`src/rtl/difftest_step_gen.sv`:
```
// Batches committed difftest snapshots into one nonzero step count per release,
// with full-batch, idle-timeout and flush release plus downstream backpressure.
module difftest_step_gen #(
    parameter int unsigned STEP_WIDTH = 8,
    parameter int unsigned BATCH_SIZE = 4,
    parameter int unsigned TIMEOUT    = 8
) (
    input  logic                  clock,
    input  logic                  reset,
    input  logic                  enable,
    input  logic                  in_valid,
    output logic                  in_ready,
    input  logic                  in_flush,
    input  logic                  step_ready,
    output logic [STEP_WIDTH-1:0] difftest_step,
    output logic [63:0]           step_total
);

    localparam int unsigned PEND_W  = $clog2(BATCH_SIZE + 1);
    localparam int unsigned IDLE_W  = $clog2(TIMEOUT + 1);
    localparam int unsigned TOTAL_W = 64;

    logic [PEND_W-1:0]     pending_q,    pending_d;
    logic [IDLE_W-1:0]     idle_cnt_q,   idle_cnt_d;
    logic                  flush_pend_q, flush_pend_d;
    logic [STEP_WIDTH-1:0] step_q,       step_d;
    logic [TOTAL_W-1:0]    total_q,      total_d;

    logic accept_c;
    logic fire_c;
    logic full_c;
    logic timed_out_c;

    assign full_c      = (pending_q == PEND_W'(BATCH_SIZE));
    assign timed_out_c = (idle_cnt_q >= IDLE_W'(TIMEOUT));
    assign in_ready    = ~full_c;

    // Next-state: a release takes priority; an accept on the release edge starts the next batch.
    always_comb begin
        pending_d    = pending_q;
        idle_cnt_d   = idle_cnt_q;
        flush_pend_d = flush_pend_q;
        step_d       = '0;
        total_d      = total_q;

        accept_c = enable & in_valid & ~full_c;
        fire_c   = enable & step_ready & (pending_q != '0)
                 & (full_c | timed_out_c | flush_pend_q);

        if (fire_c) begin
            step_d       = STEP_WIDTH'(pending_q);
            total_d      = total_q + TOTAL_W'(pending_q);
            pending_d    = accept_c ? PEND_W'(1) : '0;
            idle_cnt_d   = '0;
            flush_pend_d = in_flush & accept_c;
        end else if (enable) begin
            pending_d = pending_q + PEND_W'(accept_c);
            if (accept_c || (pending_q == '0)) begin
                idle_cnt_d = '0;
            end else if (!timed_out_c) begin
                idle_cnt_d = idle_cnt_q + IDLE_W'(1);
            end
            flush_pend_d = flush_pend_q | (in_flush & ((pending_q != '0) | accept_c));
        end
    end

    // State register with synchronous active-low reset.
    always_ff @(posedge clock) begin
        if (!reset) begin
            pending_q    <= '0;
            idle_cnt_q   <= '0;
            flush_pend_q <= 1'b0;
            step_q       <= '0;
            total_q      <= '0;
        end else begin
            pending_q    <= pending_d;
            idle_cnt_q   <= idle_cnt_d;
            flush_pend_q <= flush_pend_d;
            step_q       <= step_d;
            total_q      <= total_d;
        end
    end

    assign difftest_step = step_q;
    assign step_total    = total_q;

endmodule

```
`config.mk`:
```
export PLATFORM = sky130hd
export DESIGN_NAME = difftest_step_gen
export DESIGN_NICKNAME = d
export VERILOG_FILES = /design/src/rtl/difftest_step_gen.sv
export SDC_FILE = /design/constraint.sdc
export NUM_CORES = 1
export LEC_CHECK = 0
export BUFFER_PORTS_ARGS = -buffer_cell sky130_fd_sc_hd__buf_2
export CAP_MARGIN = 25
export CORE_ASPECT_RATIO = 0.7
export CORE_MARGIN = 2
export CORE_UTILIZATION = 40
export CTS_BUF_LIST = sky130_fd_sc_hd__clkbuf_2 sky130_fd_sc_hd__clkbuf_4 sky130_fd_sc_hd__clkbuf_8
export CTS_CLUSTER_DIAMETER = 50
export DETAILED_ROUTE_END_ITERATION = 8
export GPL_ROUTABILITY_DRIVEN = 0
export PLACE_DENSITY = 0.7
export SYNTH_ARGS = -nofsm -noshare
export SYNTH_HDL_FRONTEND = slang
export SYNTH_SLANG_ARGS = --single-unit
export TNS_END_PERCENT = 30
```
`constraint.sdc`:
```
create_clock -name clock -period 2.6 [get_ports clock]
set_clock_uncertainty 0.2 [all_clocks]
set_input_delay 0.13 -clock clock [delete_from_list [all_inputs] [get_ports clock]]
set_output_delay 0.13 -clock clock [all_outputs]
set_load 0.01 [all_outputs]
```
==> impl_metrics.yaml <==
power_and_ir_drop:
  leakagePower_nw: 1.76
  peakVddDrop_mv: 0.202
  p_total_mw: 2.25
  powerDensity_nw_per_um2: 486
die:
  initial_core_util: 0.413
  dieWidth_um: 120
  die_h_um: 85.1
  rows: 29
  die-area_um2: 10200
  io_pins: 79
  core_um2: 9110
sta:
  setup_ws_ns: 0.174
  slew_violations: 0
  fin_crit_sh: 0.933
  period_needed_ns: 2.43
  rsz0062_at_grt: "true"
  fmax_mhz: 412
  worst_slew_margin_rel: 0.615
  finalSetupViolCount: 0
  holdWs_ns: 0.0418
  hold_viol_final: 0
  max_slew.worst_pin.slew_ns: 0.575
  tns_ns: 0
global_routing:
  grtUsageTotal: 0.207
  grt_first_pass_wirelength_um: 17300
  globalRouteMet1Util: 0.289
  use_met2: 0.318
  top_usage_layer: "met2"
  antenna_found_initial: 0
  global_route.overflow_total: 0
  grt_pass1_vias: 3572
  use_met3: 0.0517
  grt_max_degree: 46
detailed_routing:
  drtIter0Drc: 314
  wirelength_um: 10300
  drtAntennaViolNets: 0
  wl_per_cell_um: 15.3
  vias: 3865
  drc: 0
  via_per_inst: 5.74
  drtPass1Iterations: 5
logic_synthesis:
  async_flop_share: 0
  syn-cell-area_um2: 3760
  yosysUniqueCellTypes: 45
  synthTopCellsByArea: "dfxtp_1 (40%), a21oi_1 (6.0%), nand4_1 (5.7%)"
  ys_ff_latch: 75
  yosys.area.top_type_share: 0.399
  yosysWarnings: 0
  syn-mean-instance-area_um2: 8.19
  synth_edf_count: 0
  synth_area_leader_cell: "dfxtp_1"
  synth_ff_type: "dfxtp_1"
  synth_cells: 459
  ys_seq_area_frac: 0.399
worst_setup_path:
  critPathKind: "reg -> reg"
  path_max_fanout: 20
  critical_path_required_ns: 2.69
  critical_path_arrival_ns: 2.51
  crit_path_end_kind: "flip-flop"
  cp-start-kind: "flip-flop"
clock_tree:
  cts_sinks: 75
  cts_tree: "yes"
  htree_num_levels: 3
  post_cts_buffers: 0
  clkSlewWorstSetupHoldPaths_ns: 0.08
  cts-buffers-inserted: 9
  clk_latency_ns: 0.36
  clk_path_buf_depth: 2
  cts_root_buf: "clkbuf_8"
cells_and_area:
  stdcell_count: 673
  area_growth_pct: 23.1
  nets: 558
  layout-drive-gt1-share: 0.206
  utilization: 0.508
  design_area_um2: 4630
  antennaDiodeCount: 0
  mostFrequentLayoutCell: "dfxtp_1"
  fill_cells: 874
  final_cell_mix: "dfxtp_1 (74), buf_2 (73), a21oi_1 (45)"
placement:
  pre_cts_ws_ns: 0.0361
  dp.cells: 654
  port_buffers: 73
  dp_hpwl_um: 7440
  place_area_um2: 4360
run:
  cap_violations: 0
outcome:
  status: "completed"
worst_hold_path:
  min_path_type: "in -> reg"
==> cell type report <==
| class | count | area, um^2 | share of cell area |
|---|---|---|---|
| Multi-Input combinational cell | 353 | 2140 | 0.461 |
| Clock buffer | 10 | 131 | 0.0284 |
| Timing Repair Buffer | 95 | 576 | 0.124 |
| Sequential cell | 75 | 1510 | 0.325 |
| Tap cell | 124 | 155 | 0.0335 |
| Inverter | 10 | 37.5 | 0.00811 |
| Clock inverter | 6 | 88.8 | 0.0192 |
==> synthesized netlist by cell type, drive strengths merged (9+ instances only) <==
| master | instances |
|---|---|
| a21oi | 45 |
| inv | 9 |
| nand3 | 19 |
| clkbuf | 18 |
| nand4 | 34 |
| xor2 | 15 |
| and3 | 12 |
| or4 | 13 |
| or3 | 22 |
| o31ai | 13 |
| nor2 | 36 |
| nand2 | 44 |
| dfxtp | 75 |
| o21ai | 23 |
| nor3 | 10 |
==> report_power, final <==
part | switching (mW) | internal [mW] | total (mW)
Sequential | 0.00485 | 1.15 | 1.16
Clock | 0.457 | 0.553 | 1.01
Combinational | 0.0571 | 0.0264 | 0.0835
==> registers in the layout, summed over array words and instances, names as in the netlist <==
signal / flops
idle_cnt_q: 4
step_total: 64
pending_q: 3
flush_pend_q: 1
difftest_step: 3
==> worst max-delay path, cell delays in order, from the launching register on <==
cell and delay, ns:
dfxtp_4 0.39, ha_1 0.20, fa_1 0.22, a21o_1 0.14, nor4b_4 0.21, nand4_1 0.19
buf_12 0.21, or4_1 0.46, a21oi_1 0.14
==> logic make-up after synthesis <==
| group | after synthesis | synth area share |
|---|---|---|
| muxes | 3 | 0.00798 |
| DFF | 75 | 0.399 |
| other | 1 | 0.000997 |
| buffers and inverters | 35 | 0.0402 |
| adders and majority gates | 8 | 0.0286 |
| xor gates and xnor gates | 22 | 0.0512 |
| AOI/OAI and AO/OA | 99 | 0.162 |
| and+or+nand+nor | 216 | 0.310 |
==> routing by layer <==
| layer | part of all wire | vias to the layer above |
|---|---|---|
| li1 | - | 1876 |
| met1 | 0.47 | 1824 |
| met2 | 0.44 | 152 |
| met3 | 0.069 | 13 |
| met4 | 0.011 | 0 |
| met5 | 0 | - |
==> path summary, 6_finish.rpt <==
path,startpoint,end,slack (ns),cells past startpoint
setup reg to reg,pending_q[0],step_total[60],0.17,8
hold / removal,in_valid,pending_q[0],0.04,5
hold reg to reg,flush_pend_q,flush_pend_q,0.27,2
setup / recovery,pending_q[0],step_total[60],0.17,8
==> repair_timing <==
item	4_1_cts	5_1_grt
resized for setup	0	5
hold endpoints to repair	5	0
setup endpoints to repair	0	13
hold buffers	3	0
Power figures use the tool's default switching activity.
